`config.mk`:
```
export PLATFORM = sky130hd
export DESIGN_NAME = led_pattern_ctrl_flat
export DESIGN_NICKNAME = d
export VERILOG_FILES = /design/src/rtl/led_pattern_ctrl_pkg.sv /design/src/rtl/led_pattern_ctrl_if.sv /design/src/rtl/led_pattern_ctrl_deb.sv /design/src/rtl/led_pattern_ctrl.sv /design/src/flat_wrapper.sv
export SDC_FILE = /design/constraint.sdc
export NUM_CORES = 1
export LEC_CHECK = 0
export CORE_MARGIN = 2
export CORE_UTILIZATION = 40
export CTS_CLUSTER_SIZE = 24
export DETAILED_ROUTE_END_ITERATION = 8
export PLACE_DENSITY_LB_ADDON = 0.08
export SLEW_MARGIN = 20
export SYNTH_ARGS = -nofsm -noshare
export SYNTH_HDL_FRONTEND = slang
export SYNTH_SLANG_ARGS = --single-unit
```
`constraint.sdc`:
```
create_clock -name clk -period 4.86 [get_ports clk]
set_input_delay 0.972 -clock clk [delete_from_list [all_inputs] [get_ports clk]]
set_output_delay 0.972 -clock clk [all_outputs]
set_load 0.01 [all_outputs]
```
`src/rtl/led_pattern_ctrl_pkg.sv`:
```
// led_ctrl_pkg: mode encodings, initial LED patterns and SCAN turn points shared by the LED controller
package led_ctrl_pkg;
  typedef enum logic [1:0] {MODE_SCAN = 2'd0, MODE_FILL = 2'd1, MODE_BLINK = 2'd2} mode_e;
  localparam logic [7:0] INIT_SCAN = 8'h01;
  localparam logic [7:0] INIT_FILL = 8'h00;
  localparam logic [7:0] INIT_BLINK = 8'h55;
  localparam logic [7:0] SCAN_TURN_L = 8'h40;
  localparam logic [7:0] SCAN_TURN_R = 8'h02;
  function automatic logic [7:0] init_pat(mode_e m);
    return m == MODE_FILL ? INIT_FILL : m == MODE_BLINK ? INIT_BLINK : INIT_SCAN;
  endfunction
  function automatic mode_e next_mode(mode_e m);
    return m == MODE_BLINK ? MODE_SCAN : mode_e'(m + 2'd1);
  endfunction
endpackage

```
`src/rtl/led_pattern_ctrl_if.sv`:
```
// led_pattern_ctrl_if: button inputs and LED/status outputs of the LED controller
// Ports: master drives btn_mode/btn_speed/btn_pause, slave drives led/mode/speed/running/step
interface led_pattern_ctrl_if;
  logic btn_mode, btn_speed, btn_pause;
  logic [7:0] led;
  logic [1:0] mode, speed;
  logic running, step;
  modport master (output btn_mode, btn_speed, btn_pause, input led, mode, speed, running, step);
  modport slave (input btn_mode, btn_speed, btn_pause, output led, mode, speed, running, step);
endinterface

```
`src/rtl/led_pattern_ctrl_deb.sv`:
```
// btn_debounce: 2-flop synchroniser plus stability counter; one-cycle press on each accepted 0->1
// Ports: clk, rst (sync, active-high), raw in, level (accepted level) out, press (pulse) out
module btn_debounce #(
  parameter int DEB_CNT = 160000
) (
  input  logic clk,
  input  logic rst,
  input  logic raw,
  output logic level,
  output logic press
);
  localparam int W = $clog2(DEB_CNT);
  logic [1:0] sync_q, sync_d;
  logic [W-1:0] cnt_q, cnt_d;
  logic level_q, level_d, press_q, press_d, hit;
  always_ff @(posedge clk)
    if (rst) begin
      sync_q <= '0;
      cnt_q <= '0;
      level_q <= 1'b0;
      press_q <= 1'b0;
    end else begin
      sync_q <= sync_d;
      cnt_q <= cnt_d;
      level_q <= level_d;
      press_q <= press_d;
    end
  always_comb begin
    sync_d = {sync_q[0], raw};
    hit = sync_q[1] != level_q && cnt_q == W'(DEB_CNT - 1);
    cnt_d = (sync_q[1] == level_q || hit) ? '0 : cnt_q + W'(1);
    level_d = hit ? sync_q[1] : level_q;
    press_d = hit && sync_q[1];
    level = level_q;
    press = press_q;
  end
endmodule

```
`src/rtl/led_pattern_ctrl.sv`:
```
// led_pattern_ctrl: 8-LED pattern sequencer (SCAN/FILL/BLINK) with step prescaler and debounced mode/speed/pause buttons
// Ports: clk, rst (sync, active-high); bus.slave: btn_mode/btn_speed/btn_pause in, led/mode/speed/running/step out
module led_pattern_ctrl
  import led_ctrl_pkg::*;
#(
  parameter int TICK_DIV = 16000000,
  parameter int DEB_CNT = 160000
) (
  input logic clk,
  input logic rst,
  led_pattern_ctrl_if.slave bus
);
  localparam int CW = $clog2(TICK_DIV);
  logic [2:0] raw, press, unused_lvl;
  mode_e mode_q, mode_d;
  logic [1:0] speed_q, speed_d;
  logic [7:0] led_q, led_d, nxt_led;
  logic [CW-1:0] cnt_q, cnt_d, last;
  logic running_q, running_d, dir_q, dir_d, step_q, step_d, tc, reload;
  assign raw = {bus.btn_pause, bus.btn_speed, bus.btn_mode};
  for (genvar i = 0; i < 3; i++) begin : g_deb
    btn_debounce #(.DEB_CNT(DEB_CNT)) u_deb (
      .clk(clk), .rst(rst), .raw(raw[i]), .level(unused_lvl[i]), .press(press[i])
    );
  end
  always_ff @(posedge clk)
    if (rst) begin
      mode_q <= MODE_SCAN;
      speed_q <= '0;
      led_q <= INIT_SCAN;
      cnt_q <= '0;
      running_q <= 1'b1;
      dir_q <= 1'b1;
      step_q <= 1'b0;
    end else begin
      mode_q <= mode_d;
      speed_q <= speed_d;
      led_q <= led_d;
      cnt_q <= cnt_d;
      running_q <= running_d;
      dir_q <= dir_d;
      step_q <= step_d;
    end
  // A mode or speed press restarts the period, swallowing a coincident terminal count.
  always_comb begin
    last = CW'((TICK_DIV >> speed_q) - 1);
    tc = running_q && cnt_q == last;
    reload = press[0] || press[1];
    step_d = tc && !reload;
    cnt_d = (reload || tc) ? '0 : cnt_q + CW'(running_q);
    mode_d = press[0] ? next_mode(mode_q) : mode_q;
    speed_d = speed_q + {1'b0, press[1]};
    running_d = running_q ^ press[2];
    nxt_led = mode_q == MODE_SCAN ? (dir_q ? {led_q[6:0], led_q[7]} : {led_q[0], led_q[7:1]})
            : mode_q == MODE_FILL ? (led_q == 8'hFF ? 8'h00 : {led_q[6:0], 1'b1})
            : ~led_q;
    led_d = press[0] ? init_pat(mode_d) : step_d ? nxt_led : led_q;
    // Turn one step before the end so each end LED stays lit for exactly one step.
    dir_d = press[0] ? 1'b1
          : step_d && mode_q == MODE_SCAN ? (dir_q ? led_q != SCAN_TURN_L : led_q == SCAN_TURN_R)
          : dir_q;
  end
  always_comb begin
    bus.led = led_q;
    bus.mode = mode_q;
    bus.speed = speed_q;
    bus.running = running_q;
    bus.step = step_q;
  end
endmodule
```
`src/flat_wrapper.sv`:
```
// flat-port wrapper written by rule: the top's interface ports become plain ports
module led_pattern_ctrl_flat import led_ctrl_pkg::*;
#(
  parameter int TICK_DIV = 16000000,
  parameter int DEB_CNT = 160000
)
  (clk, rst, bus_btn_mode, bus_btn_speed, bus_btn_pause, bus_led, bus_mode, bus_speed, bus_running, bus_step);
  led_pattern_ctrl_if bus_i ();
  input logic clk;
  input logic rst;
  input wire logic [$bits(bus_i.btn_mode)-1:0] bus_btn_mode;
  input wire logic [$bits(bus_i.btn_speed)-1:0] bus_btn_speed;
  input wire logic [$bits(bus_i.btn_pause)-1:0] bus_btn_pause;
  output wire logic [$bits(bus_i.led)-1:0] bus_led;
  output wire logic [$bits(bus_i.mode)-1:0] bus_mode;
  output wire logic [$bits(bus_i.speed)-1:0] bus_speed;
  output wire logic [$bits(bus_i.running)-1:0] bus_running;
  output wire logic [$bits(bus_i.step)-1:0] bus_step;
  assign bus_i.btn_mode = bus_btn_mode;
  assign bus_i.btn_speed = bus_btn_speed;
  assign bus_i.btn_pause = bus_btn_pause;
  assign bus_led = bus_i.led;
  assign bus_mode = bus_i.mode;
  assign bus_speed = bus_i.speed;
  assign bus_running = bus_i.running;
  assign bus_step = bus_i.step;
  led_pattern_ctrl #(.TICK_DIV(TICK_DIV), .DEB_CNT(DEB_CNT)) u_core (.clk(clk), .rst(rst), .bus(bus_i));
endmodule
```
# After elaboration in Yosys (flattened, before gate mapping)
# Index checks and enable logic that the tools add are counted.
# word_totals
word_cells,79
regBits,105
output_inout_bits,14
inputBits,5
# classes
n_shift,1
muxes,11
reduce_logical,22
bitwise,2
n_eq_ne,17
n_addsub,7
# ops
cell,count
$mux W8,7
$add A18 B1 Y18 const B,3
$eq A18 B18 Y1 const B,3
$add A24 B1 Y24,1
$eq A24 B24 Y1,1
$shr A24 B2 Y24 const A,1
$sub A24 B2 Y24 const B,1
$reduce_or A2 Y1,5
$logic_and A1 B1 Y1,9
$eq A8 B2 Y1 const B,1
$eq A8 B8 Y1 const B,1
$ne A8 B7 Y1 const B,1
$not A8 Y8,1
$mux W7,1
$logic_or A1 B1 Y1,5
$eq A2 B1 Y1 const B,2
$eq A2 B2 Y1 const B,2
$mux W2,2
$eq A1 B1 Y1,3
$ne A1 B1 Y1,3
$add A2 B1 Y2,1
$add A2 B1 Y2 const B,1
$logic_not A2 Y1,1
$reduce_bool A2 Y1,1
3 further kinds,3

# Depth between registers and ports, before layout
# Gate-level depths: netlist of run 1.
# logic_depth
word_depth,7
depth_mapped,11
mapped_depth_nobuf,10

# Modules after synthesis
# Synthesis of run 1 repeated with hierarchy kept, for this count alone.
# hier_totals
hier_cells,593
hier_area_um2,5278.8
# modules_own_cells
module,seq_area_each_um2,area_each_um2,cells_per_inst,instances
btn_debounce,440.4,1013.5,110,3
led_pattern_ctrl,780.7,2238.4,263,1

# Worst setup path before layout of run 1
# Ideal clock, no wire load.
# synth_timing
kind,register -> register
start,register u_core.speed_q[0] (netlist: u_core.bus.speed[0])
end,register u_core.led_q[5] (netlist: u_core.bus.led[5])
t_required_ns,4.790
path_stages_with_launch,11
setup_slack_ns,2.526
n_path_buf,0
synth_period_minus_slack_ns,2.334
setup_ns,0.070
arrival_ns,2.264
cell_sequence,dfxtp_1 inv_1 ha_1 inv_1 ha_1 xnor2_1 nor3_1 and3_1 and4_4 or3b_2 a21oi_1
# synth_between
elab_chain_len,6
# synth_lines
element,line_no,source
from (decl),led_pattern_ctrl.sv:16,"logic [1:0] speed_q, speed_d;"
from (signal assigned),led_pattern_ctrl.sv:37,speed_q <= speed_d;
$shr A24 B2 Y24,led_pattern_ctrl.sv:46,last = CW'((TICK_DIV >> speed_q) - 1);
$sub A24 B2 Y24,led_pattern_ctrl.sv:46,
$eq A24 B24 Y1,led_pattern_ctrl.sv:47,tc = running_q && cnt_q == last;
$logic_and A1 B1 Y1,led_pattern_ctrl.sv:47,
$logic_and A1 B1 Y1,led_pattern_ctrl.sv:49,step_d = tc && !reload;
$reduce_bool A2 Y1 (no line),n/a,
to (signal assigned),led_pattern_ctrl.sv:38,led_q <= led_d;
to (decl),led_pattern_ctrl.sv:17,"logic [7:0] led_q, led_d, nxt_led;"
# No other way between the ends.
# A chain may end at the register's enable or synchronous reset.

# Worst setup path in the final report of run 1
# layout_timing
start,register u_core.speed_q[1] (netlist: u_core.bus.speed[1])
end,register u_core.cnt_q[3]
# layout_between
elab_chain_len,6
# layout_lines
element,line_no,source
$shr A24 B2 Y24,led_pattern_ctrl.sv:46,
$sub A24 B2 Y24,led_pattern_ctrl.sv:46,
$eq A24 B24 Y1,led_pattern_ctrl.sv:47,
$logic_and A1 B1 Y1,led_pattern_ctrl.sv:47,
$logic_or A1 B1 Y1,led_pattern_ctrl.sv:50,cnt_d = (reload || tc) ? '0 : cnt_q + CW'(running_q);
$reduce_or A2 Y1 (no line),n/a,
to (signal assigned),led_pattern_ctrl.sv:39,cnt_q <= cnt_d;
to (decl),led_pattern_ctrl.sv:18,"logic [CW-1:0] cnt_q, cnt_d, last;"
# No other way between the ends.

==> implementation parameters, run 1 <==
Parameter                              Value

Outcome
  Result of the run ... complete, no violations

Layout
  Antenna cells ... 0
  Layout Nets ... 580
  Top library cells by usage in the layout, fill and taps aside ... sky130_fd_sc_hd__nor2_1, sky130_fd_sc_hd__dfxtp_1, sky130_fd_sc_hd__xor2_1, sky130_fd_sc_hd__nand3_1, sky130_fd_sc_hd__xnor2_1
  Most common cell after layout, fill and taps aside ... sky130_fd_sc_hd__nor2_1
  Summed area of non-filler cells in the final layout ... 0.00548 mm^2
  Post-layout utilization of the core ... 45.7%
  Proportion of layout cells with a drive suffix above 1 ... 5.66%
  Area grow syn2layout ... 11.5%

Critical path
  Launch instance of the worst register-to-register path ... u_core.bus.speed[1]
  Worst reg2reg endpoint ... u_core.cnt_q[3]
  Critical Path Sink Type ... flip-flop
  Max stage delay cell, worst path ... sky130_fd_sc_hd__nand2_1
  Number of cell instances on the worst register-to-register path ... 9
  Peak per-stage delay on the critical path ... 0.62 ns
  R2R Setup Slk ... 2.04 ns
  CP Data Arrival Time ... roughly 3 ns
  Required arrival time at the worst endpoint ... ~5.1 ns
  CP Cell Sequence ... ha_1, inv_1, ha_1, xnor2_1, a211oi_1, and3_1, nand4_1, nand2_1, nor2_1
  Critical path startpoint category ... flip-flop
  Startpoint of the worst setup timing path ... u_core.bus.speed[1]
  Start-to-end type of the worst setup path ... reg -> reg
  Most common cell on crit path ... sky130_fd_sc_hd__ha_1
  Top fanout value on the critical path ... 22

Global route
  Wire length of the first global-routing pass ... roughly 16 mm
  Number of global-route vias before repair ... 3480
  GRT Resource Usage Total ... 15.3%
  GRT Residual Overflow ... 0
  Maximum number of pins on one net before global-route repair ... 30
  Initial antenna violation count ... 0

Synthesis
  Number of warnings issued by yosys ... 0
  Count of unique library cells instantiated by Yosys ... 51
  Post-synthesis async set-or-reset flop share ... 0%
  Sequential fraction of the synthesis area ... 42.7%
  Synthesized area per cell ... 8.98 um^2
  Flip-flop and latch count after synthesis ... 105
  Mapped Area ... 0.00492 mm^2
  Number of flops mapped to enable cells by yosys ... 0
  Number of instances in the synthesized netlist ... 548
  Net count after synthesis ... 568
  Predominant post-synthesis flop cell ... sky130_fd_sc_hd__dfxtp_1

Flow run
  Maximum capacitance violations ... 0

STA
  Setup-failing EPs final ... 0
  Clk_skew ... 0.00862 ns
  Unrepaired setup endpoints after global routing ... false
  Shortest period the worst path allows ... 2.82 ns
  Final worst-path setup slack ... 2.04 ns
  Slew Limit Fails ... 0
  Fmax ... between 300 and 400 MHz
  Normalized max-slew margin ... 49.1%
  Final hold vios ... 0
  Final clock period utilization by the worst path ... 57.9%
  Setup_tns ... 0 ns
  Measured slew at the worst slew-check pin ... around 0.76 ns

Clock network
  Clock latency of the later-clocked register in the worst-skew pair ... 0.35 ns
  Number of post-CTS setup repair buffers ... 0
  Cell at the root of the clock tree ... sky130_fd_sc_hd__clkbuf_16
  Clock-pin slew reported for the worst setup and hold paths after clock tree synthesis ... approximately 0.07 ns
  Clock buffer count from CTS ... 9
  Post-CTS sizing ... 0
  # clock sinks ... 105
  Clock tree from TritonCTS ... done
  Hold-fix buffers, CTS ... 0
  H-tree level count ... 3
  Longest Clk Path Bufs ... 2

Drt
  WL per Instance ... about 13 um
  Vias/cell ... 5.12
  Post-Route WL ... 9.34 mm
  Overall via count from detail_route ... 3644
  Number of DRC violations after detailed-routing iteration 0 ... 166
  ANT nets after route ... 0
  First-pass iteration count of the detailed router ... 4
  Number of DRC violations after detailed routing ... 0

Die
  Number of primary I/O pins ... 19
  Area of the die ... approximately 0.013 mm^2
  Starting Density ... 40.9%
  Number of placement rows ... 40
  Total core area ... between 0.01 and 0.015 mm^2
  Die height ... 115 um
  Width of the die ... 115 um

Min path
  Number of cells on the worst hold path ... 1
  Worst hold path class ... reg -> reg
  Hold Crit Start ... u_core.g_deb[2].u_deb.sync_q[0]
  Hold endpoint ... u_core.g_deb[2].u_deb.sync_q[1]

Power and ir drop
  Peak supply drop ... 209 uV
  Power per cell area ... 310 mW/mm^2
  Leakage power total ... 1.96 nW

Placement
  Number of input and output port buffers inserted ... 18
  Setup Slack @ Placement ... between 1.5 and 2 ns
  Placed Area ... 0.00516 mm^2
  Placer congestion estimate ... 0.810
  HPWL reported at the end of detailed placement ... roughly 6.3 mm
## metal layers
| layer | GRT usage [%] | part of all wire (%) | vias to the layer above |
|---|---|---|---|
| met5 | 0 | 0 | - |
| met4 | 5.86 | 1.8 | 0 |
| met3 | 4.43 | 2.4 | 11 |
| met2 | 26.1 | 49 | 29 |
| met1 | 18.2 | 47 | 1720 |
| li1 | - | - | 1884 |
## power by group
group          switching, W  leakage, nW  internal [W]
Clock              0.000333        0.157      0.000456
Sequential       0.00000679        0.848      0.000866
Combinational     0.0000226        0.959     0.0000144
## per-stage QoR
step | hold slack [ns] | total power [W] | instances
floorplan | 0.414 | 0.000921 | 548
global placement | 0.420 | 0.000930 | 696
detailed placement | 0.424 | 0.000931 | 696
CTS | 0.441 | 0.00173 | 712
global route | 0.454 | 0.00177 | 712
finish | 0.437 | 0.00170 | 712
## registers in the layout, indices dropped and copies added (netlist names), 2 cells and up
name,flops
u_core.g_deb.u_deb.press,3
u_core.bus.led,8
u_core.g_deb.u_deb.cnt_q,54
u_core.bus.speed,2
u_core.cnt_q,24
u_core.g_deb.u_deb.sync_q,6
u_core.bus.mode,2
u_core.g_deb.u_deb.level,3
## cells in the mapped netlist (2+ instances only)
| library cell | n | area share (%) |
|---|---|---|
| sky130_fd_sc_hd__xor2_1 | 54 | 9.6 |
| sky130_fd_sc_hd__nand2b_1 | 5 | 0.64 |
| sky130_fd_sc_hd__nor4b_1 | 5 | 0.89 |
| sky130_fd_sc_hd__a211oi_2 | 4 | 1.0 |
| sky130_fd_sc_hd__or3b_2 | 2 | 0.36 |
| sky130_fd_sc_hd__buf_6 | 3 | 0.69 |
| sky130_fd_sc_hd__ha_1 | 15 | 3.8 |
| sky130_fd_sc_hd__clkbuf_1 | 5 | 0.38 |
| sky130_fd_sc_hd__mux2i_1 | 8 | 1.6 |
| sky130_fd_sc_hd__or3_1 | 2 | 0.25 |
| sky130_fd_sc_hd__buf_2 | 5 | 0.51 |
| sky130_fd_sc_hd__nor2_1 | 106 | 8.1 |
| sky130_fd_sc_hd__a221oi_1 | 3 | 0.53 |
| sky130_fd_sc_hd__a21o_1 | 4 | 0.61 |
| sky130_fd_sc_hd__nor2b_1 | 10 | 1.3 |
| sky130_fd_sc_hd__nor4_1 | 3 | 0.38 |
| sky130_fd_sc_hd__buf_4 | 2 | 0.31 |
| sky130_fd_sc_hd__o2111ai_1 | 2 | 0.36 |
| sky130_fd_sc_hd__nand4_1 | 17 | 2.2 |
| sky130_fd_sc_hd__o21ai_0 | 4 | 0.41 |
| sky130_fd_sc_hd__a21oi_1 | 18 | 1.8 |
| sky130_fd_sc_hd__nor3_1 | 12 | 1.2 |
| sky130_fd_sc_hd__xnor2_1 | 31 | 5.5 |
| sky130_fd_sc_hd__and4_4 | 2 | 0.46 |
| sky130_fd_sc_hd__and3_1 | 24 | 3.1 |
| sky130_fd_sc_hd__and4_1 | 7 | 1.2 |
| sky130_fd_sc_hd__nand3_1 | 34 | 3.5 |
| sky130_fd_sc_hd__dfxtp_1 | 105 | 43 |
| sky130_fd_sc_hd__nand2_1 | 25 | 1.9 |
| sky130_fd_sc_hd__inv_1 | 10 | 0.76 |
## cell families (layout without fill, tap and decap cells)
logic type,count (synthesis),in the layout,share of synthesized area (%)
adders and majority gates,15,15,3.82
DFF,105,105,42.7
buffers and inverters,28,45,3.41
AOI/OAI and AO/OA,40,40,5.60
xor gates and xnor gates,85,85,15.1
muxes,8,8,1.63
and+or+nand+nor,267,267,27.7
## worst max-delay path: cells and delay by family, from the launching register on
kind,cells,cell delay [ns]
XOR/XNOR,1,0.15
AO/OA/AOI/OAI,1,0.22
AND/OR/NAND/NOR,4,1.07
flip-flops,1,0.52
adder cells (fa/ha/maj),2,0.63
buffers and inverters,1,0.09
## how the worst max path moves through the flow
stage | cells past startpoint | slack, ns | to
finish | 9 | 2.04 | u_core.cnt_q[3]
global route | 9 | 1.73 | u_core.cnt_q[3]
CTS | 9 | 2.03 | u_core.cnt_q[23]
detailed placement | 6 | 1.90 | u_core.cnt_q[15]
global placement | 6 | 1.97 | u_core.cnt_q[5]
floorplan | 10 | 2.53 | u_core.bus.led[5]
## layout make-up
class | instances | area (um^2)
fill | 1202 | 6530
multi-input combinational | 415 | 2650
sequential | 105 | 2100
clock buffer | 9 | 225
timing repair buffer | 19 | 188
tap | 147 | 184
clock inverter | 7 | 98.8
inverter | 10 | 37.5
(Power assumes the default switching activity.)
==> run 2, diff against run 1 <==
==> constraint.sdc (replaced) <==
create_clock -name clk -period 2.4 [get_ports clk]
set_input_delay 0.48 -clock clk [delete_from_list [all_inputs] [get_ports clk]]
set_output_delay 0.48 -clock clk [all_outputs]
set_load 0.01 [all_outputs]
==> run 2 against run 1 <==
Effect of this change: hold slack barely moved; die area did not move; power rose by 98%; clock power rose by 93%; flip-flop and latch count did not move; routed wire length fell by 3.5%; first-iteration DRC count rose by 30%; final area rose by 1.5%; cell count rose by 1.3%; combinational power rose by 120%; sequential share of layout area fell by 0.52 points; clock skew fell by 0.0012 ns; critical endpoint is now u_core.bus.led[0]; largest cell class unchanged.
==> implementation parameters, run 2 (synthesis results as in run 1) <==
Parameter                              Value

Die
  Width of the die ... 115 um (unchanged)
  Starting Density ... 40.9% (unchanged)
  Total core area ... 0.0120 mm^2 (unchanged)
  Die height ... 115 um (unchanged)
  Area of the die ... 0.0132 mm^2 (unchanged)
  Number of primary I/O pins ... 19 (unchanged)
  Number of placement rows ... 40 (unchanged)

Flow run
  Maximum capacitance violations ... 0 (unchanged)

Power and ir drop
  Cell internal power dissipation ... 0.00262 W (+96%)
  Switching power summed over all nets ... 0.000753 W (+110%)
  Peak supply drop ... 513 uV (+150%)
  Relative contribution of sequential cells to total power ... 52.5% (+1.1 points)
  Clock share of power ... 45.2% (-1.2 points)
  Share of total power consumed by net switching ... 22.3% (+1.0 points)
  Gate power share ... 2.4% (+0.2 points)
  Leakage power total ... 2.01 nW (+2.3%)
  Power per cell area ... 605 mW/mm^2 (+95%)

Min path
  Number of cells on the worst hold path ... 1 (unchanged)
  Worst hold path class ... reg -> reg

Global route
  GRT Resource Usage Total ... 14.9% (-0.36 points)
  Number of global-route vias before repair ... 3399 (-2.3%)
  Initial antenna violation count ... 0 (unchanged)
  Wire length of the first global-routing pass ... 15.9 mm (-2.0%)
  GRT Residual Overflow ... 0 (unchanged)
  Maximum number of pins on one net before global-route repair ... 23 (-23%)

Clock network
  # clock sinks ... 105 (unchanged)
  Clock-pin slew reported for the worst setup and hold paths after clock tree synthesis ... 0.07 ns (about the same)
  Clock buffer count from CTS ... 9 (unchanged)
  Hold-fix buffers, CTS ... 0 (unchanged)
  H-tree level count ... 3 (unchanged)
  Longest Clk Path Bufs ... 2 (unchanged)
  Cell at the root of the clock tree ... sky130_fd_sc_hd__clkbuf_16
  Clock tree from TritonCTS ... done
  Clock latency of the later-clocked register in the worst-skew pair ... 0.35 ns (about the same)

STA
  Fmax ... 443 MHz (+25%)
  Setup_tns ... 0 ns (unchanged)
  Setup-failing EPs final ... 0 (unchanged)
  Final hold vios ... 0 (unchanged)
  Final clock period utilization by the worst path ... 94.1% (+36 points)
  Slew Limit Fails ... 0 (unchanged)
  Measured slew at the worst slew-check pin ... 0.591 ns (-0.171 ns)
  Shortest period the worst path allows ... 2.26 ns (-0.556 ns)
  Normalized max-slew margin ... 60.6% (+12 points)
  Unrepaired setup endpoints after global routing ... false
  Clk_skew ... 0.00740 ns (-0.00122 ns)

Outcome
  Result of the run ... complete, no violations

Drt
  Number of DRC violations after detailed routing ... 0 (unchanged)
  Number of DRC violations after detailed-routing iteration 0 ... 215 (+30%)
  ANT nets after route ... 0 (unchanged)
  Vias/cell ... 5.02 (-1.9%)
  First-pass iteration count of the detailed router ... 4 (unchanged)
  Overall via count from detail_route ... 3620 (-0.66%)
  WL per Instance ... 12.5 um (-4.7%)
  Post-Route WL ... 9.01 mm (-3.5%)

Critical path
  Critical Path Sink Type ... flip-flop
  Top fanout value on the critical path ... 8 (-64%)
  Required arrival time at the worst endpoint ... 2.64 ns (-2.43 ns)
  CP Data Arrival Time ... 2.50 ns (-0.52 ns)
  Critical path startpoint category ... flip-flop
  Number of cell instances on the worst register-to-register path ... 9 (unchanged)
  Start-to-end type of the worst setup path ... reg -> reg

Layout
  Antenna cells ... 0 (unchanged)
  Most common cell after layout, fill and taps aside ... sky130_fd_sc_hd__nor2_1
  Layout Nets ... 589 (+1.6%)
  Fill count ... 1184 (-1.5%)
  Largest register by flop count ... u_core.g_deb.u_deb.cnt_q
  Proportion of layout cells with a drive suffix above 1 ... 8.01% (+2.4 points)
  Top library cells by usage in the layout, fill and taps aside ... sky130_fd_sc_hd__nor2_1, sky130_fd_sc_hd__dfxtp_1, sky130_fd_sc_hd__xor2_1, sky130_fd_sc_hd__nand3_1, sky130_fd_sc_hd__xnor2_1
  Largest register FFs ... 54 (unchanged)
  Area grow syn2layout ... 13.2%
  Post-layout utilization of the core ... 46.3% (+0.69 points)

Placement
  Placer congestion estimate ... 0.763 (-5.8%)
  HPWL reported at the end of detailed placement ... 6.28 mm (-0.70%)
  Number of input and output port buffers inserted ... 18 (unchanged)
-- run 2: cell types whose count changed in the layout (fill, tap and decap cells not counted), moves of 2 or more --
cell	previous run	this run
sky130_fd_sc_hd__buf_4	1	9
sky130_fd_sc_hd__clkinv_4	0	2
sky130_fd_sc_hd__dfxtp_1	105	103
sky130_fd_sc_hd__dfxtp_2	0	2
-- run 2: through the flow --
step                      hold WS [ns]  power [W]  instance area (um^2)  instances  setup WS (ns)
after floorplan                  0.414    0.00186                  4920        548         0.0659
after global placement           0.422    0.00189                  5230        704          0.109
after detailed placement         0.425    0.00189                  5230        704         0.0420
after CTS                        0.442    0.00343                  5550        720         0.0167
after global routing             0.454    0.00351                  5570        721         0.0308
final                            0.436    0.00337                  5570        721          0.141
-- run 2: timing repair --
item | CTS | global route
gates resized for setup | 0 | 5
setup buffers | 0 | 1
setup endpoints to repair | 0 | 26
-- run 2: final timing paths --
path / from / end / slack [ns]
max: u_core.bus.speed[1] / u_core.bus.led[0] / 0.14
min: u_core.g_deb[1].u_deb.sync_q[0] / u_core.g_deb[1].u_deb.sync_q[1] / 0.44
max reg2reg: u_core.bus.speed[1] / u_core.bus.led[0] / 0.14
min reg2reg: u_core.g_deb[1].u_deb.sync_q[0] / u_core.g_deb[1].u_deb.sync_q[1] / 0.44
-- run 2: critical path: stages (launching register included) --
cell	delay [ns]
sky130_fd_sc_hd__dfxtp_2	0.37
sky130_fd_sc_hd__inv_1	0.10
sky130_fd_sc_hd__ha_1	0.24
sky130_fd_sc_hd__or3_4	0.39
sky130_fd_sc_hd__a211oi_2	0.21
sky130_fd_sc_hd__and3_1	0.20
sky130_fd_sc_hd__and4_4	0.30
sky130_fd_sc_hd__buf_4	0.15
sky130_fd_sc_hd__nor2_1	0.05
sky130_fd_sc_hd__mux2i_1	0.14
-- run 2: cell type report --
type | count | area, um^2 | area share, %
sequential | 105 | 2100 | 37.8
clock inverter | 7 | 88.8 | 1.60
inverter | 10 | 37.5 | 0.674
tap | 147 | 184 | 3.30
clock buffer | 9 | 225 | 4.05
multi-input combinational | 415 | 2660 | 47.8
timing repair buffer | 28 | 268 | 4.81
-- run 2: power by group through the flow --
stage / logic (W) / registers (W) / clock network, W
after detailed placement: 0.0000814 / 0.00181 / 0
after floorplan: 0.0000600 / 0.00180 / 0
after global placement: 0.0000810 / 0.00181 / 0
after CTS: 0.0000819 / 0.00177 / 0.00159
after global routing: 0.0000902 / 0.00177 / 0.00165
final: 0.0000796 / 0.00177 / 0.00152
-- run 2: layer usage --
layer	wire length [um]	track usage (%)
met3	243	4.74
met2	4250	24.7
met1	4410	18.8
met5	0	0
met4	104	4.10
==> run 3, diff against run 2 <==
--- a/config.mk
+++ b/config.mk
@@ -10,6 +10,7 @@
 export CTS_CLUSTER_SIZE = 24
 export DETAILED_ROUTE_END_ITERATION = 8
 export PLACE_DENSITY_LB_ADDON = 0.08
+export SETUP_SLACK_MARGIN = 0.3
 export SLEW_MARGIN = 20
 export SYNTH_ARGS = -nofsm -noshare
 export SYNTH_HDL_FRONTEND = slang
==> run 3 against run 2 <==
Effect of this change: largest cell class unchanged; register-to-register slack better by 0.16 ns; via count is 2.9% higher; flip-flop and latch count stayed put.
==> implementation parameters, run 3 (synthesis results as in run 1) <==
Parameter                              Value

Outcome
  Result of the run ... complete, no violations

Drt
  Number of DRC violations after detailed-routing iteration 0 ... 186 (-13%)
  First-pass iteration count of the detailed router ... 4 (unchanged)
  Overall via count from detail_route ... 3726 (+2.9%)
  Number of DRC violations after detailed routing ... 0 (unchanged)
  Vias/cell ... 5.13 (+2.1%)
  WL per Instance ... 13.4 um (+7.1%)
  Post-Route WL ... 9.74 mm (+8.0%)
  ANT nets after route ... 0 (unchanged)

Die
  Starting Density ... 40.9% (unchanged)
  Area of the die ... 0.0132 mm^2 (unchanged)
  Width of the die ... 115 um (unchanged)
  Die height ... 115 um (unchanged)
  Total core area ... 0.0120 mm^2 (unchanged)
  Number of primary I/O pins ... 19 (unchanged)
  Number of placement rows ... 40 (unchanged)

Layout
  Top library cells by usage in the layout, fill and taps aside ... sky130_fd_sc_hd__nor2_1, sky130_fd_sc_hd__dfxtp_1, sky130_fd_sc_hd__xor2_1, sky130_fd_sc_hd__nand3_1, sky130_fd_sc_hd__xnor2_1
  Layout Nets ... 595 (+1.0%)
  Largest register by flop count ... u_core.g_deb.u_deb.cnt_q
  Proportion of layout cells with a drive suffix above 1 ... 11.4% (+3.4 points)
  Area grow syn2layout ... 16.5%
  Antenna cells ... 0 (unchanged)
  Largest register FFs ... 54 (unchanged)
  Most common cell after layout, fill and taps aside ... sky130_fd_sc_hd__nor2_1

Power and ir drop
  Leakage power total ... 2.06 nW (+2.3%)
  Peak supply drop ... 399 uV (-22%)
  Power per cell area ... 577 mW/mm^2 (-4.7%)
  Post-layout power ... 0.00331 W (-1.9%)

STA
  Final hold vios ... 0 (unchanged)
  Worst slack on hold paths ... 0.446 ns (+0.00957 ns)
  Unrepaired setup endpoints after global routing ... true
  Slew Limit Fails ... 0 (unchanged)
  Measured slew at the worst slew-check pin ... 0.469 ns (-0.122 ns)
  Shortest period the worst path allows ... 2.10 ns (-0.158 ns)
  Normalized max-slew margin ... 68.3% (+7.7 points)
  Clk_skew ... 0.00813 ns (+0.000725 ns)
  Final clock period utilization by the worst path ... 87.5% (-6.6 points)
  Fmax ... 476 MHz (+7.5%)
  Setup_tns ... 0 ns (unchanged)
  Setup-failing EPs final ... 0 (unchanged)

Critical path
  R2R Setup Slk ... 0.30 ns (+0.16 ns)
  Critical path startpoint category ... flip-flop
  Critical Path Sink Type ... flip-flop
  Top fanout value on the critical path ... 7 (-1)
  CP Data Arrival Time ... 2.40 ns (-0.10 ns)
  Start-to-end type of the worst setup path ... reg -> reg
  Required arrival time at the worst endpoint ... 2.70 ns (+0.06 ns)

Placement
  HPWL reported at the end of detailed placement ... 6.44 mm (+2.6%)
  Number of input and output port buffers inserted ... 18 (unchanged)
  Placer congestion estimate ... 0.824 (+8.0%)

Clock network
  Longest Clk Path Bufs ... 2 (unchanged)
  Clock buffer count from CTS ... 9 (unchanged)
  Clock latency of the later-clocked register in the worst-skew pair ... 0.36 ns (about the same)
  H-tree level count ... 3 (unchanged)
  Hold-fix buffers, CTS ... 0 (unchanged)
  Clock tree from TritonCTS ... done
  Clock-pin slew reported for the worst setup and hold paths after clock tree synthesis ... 0.08 ns (about the same)
  Cell at the root of the clock tree ... sky130_fd_sc_hd__clkbuf_16
  # clock sinks ... 105 (unchanged)

Global route
  Number of global-route vias before repair ... 3515 (+3.4%)
  Initial antenna violation count ... 0 (unchanged)
  GRT Resource Usage Total ... 15.6% (+0.66 points)
  Wire length of the first global-routing pass ... 16.5 mm (+3.5%)
  Maximum number of pins on one net before global-route repair ... 29 (+26%)
  GRT Residual Overflow ... 0 (unchanged)

Flow run
  Maximum capacitance violations ... 0 (unchanged)

Min path
  Worst hold path class ... reg -> reg
==> run 3: changes by cell type in the layout (fill, tap and decap cells not counted), sizes merged <==
cell | previous run | this run
and4 | 10 | 11
buf | 10 | 15
bufinv | 1 | 0
inv | 12 | 13
==> run 3: final timing paths <==
| kind | from | end | depth (start not counted) |
|---|---|---|---|
| worst max register to register | u_core.bus.speed[0] | u_core.bus.led[5] | 10 |
| worst min register to register | u_core.g_deb[2].u_deb.sync_q[0] | u_core.g_deb[2].u_deb.sync_q[1] | 1 |
| worst min-delay path | u_core.g_deb[2].u_deb.sync_q[0] | u_core.g_deb[2].u_deb.sync_q[1] | 1 |
| worst max-delay path | u_core.bus.speed[0] | u_core.bus.led[5] | 10 |
==> run 3: report_power, final <==
group	total, W	leakage (nW)	internal (W)	switching [W]
sequential	0.00176	0.849	0.00175	0.0000135
combinational	0.0000830	1.06	0.0000359	0.0000470
clock	0.00146	0.144	0.000735	0.000723
==> run 3: per-stage QoR <==
stage               utilization (%)  cell area (um^2)  setup slack (ns)  std cells
floorplan                         -              4960             0.274        548
global placement               43.9              5270             0.138        702
detailed placement             43.9              5270             0.123        702
CTS                            47.1              5650             0.265        723
global route                   47.7              5730             0.221        727
finish                         47.7              5730             0.299        727
==> run 3: cell type report <==
cell class,count,area (um^2)
Multi-Input combinational cell,416,2770
Clock buffer,9,225
Sequential cell,105,2110
Timing Repair Buffer,33,318
Fill cell,1167,6280
Clock inverter,7,73.8
Inverter,10,47.5
Tap cell,147,184
==> run 3: worst max-delay path: stages, from the launching register on <==
cell,delay [ns]
sky130_fd_sc_hd__dfxtp_4,0.38
sky130_fd_sc_hd__inv_6,0.08
sky130_fd_sc_hd__ha_4,0.15
sky130_fd_sc_hd__inv_4,0.04
sky130_fd_sc_hd__ha_4,0.25
sky130_fd_sc_hd__xnor2_4,0.16
sky130_fd_sc_hd__nor3_2,0.05
sky130_fd_sc_hd__and3_4,0.20
sky130_fd_sc_hd__and4_4,0.22
sky130_fd_sc_hd__or3b_4,0.38
sky130_fd_sc_hd__a21oi_2,0.13
==> run 3: repair_timing <==
| action | CTS | global route |
|---|---|---|
| setup endpoints to repair | 30 | 51 |
| buffers inserted | 4 | 4 |
| resized for setup | 7 | 12 |
| cloned | 1 | 0 |
| pin swaps | 5 | 7 |
==> run 3: metal layers <==
| layer | track usage, % | wire length, um | vias up |
|---|---|---|---|
| li1 | - | - | 1937 |
| met1 | 20.9 | 4810 | 1748 |
| met2 | 24.0 | 4460 | 34 |
| met3 | 5.11 | 349 | 7 |
| met4 | 4.58 | 106 | 0 |
| met5 | 0 | 0 | - |
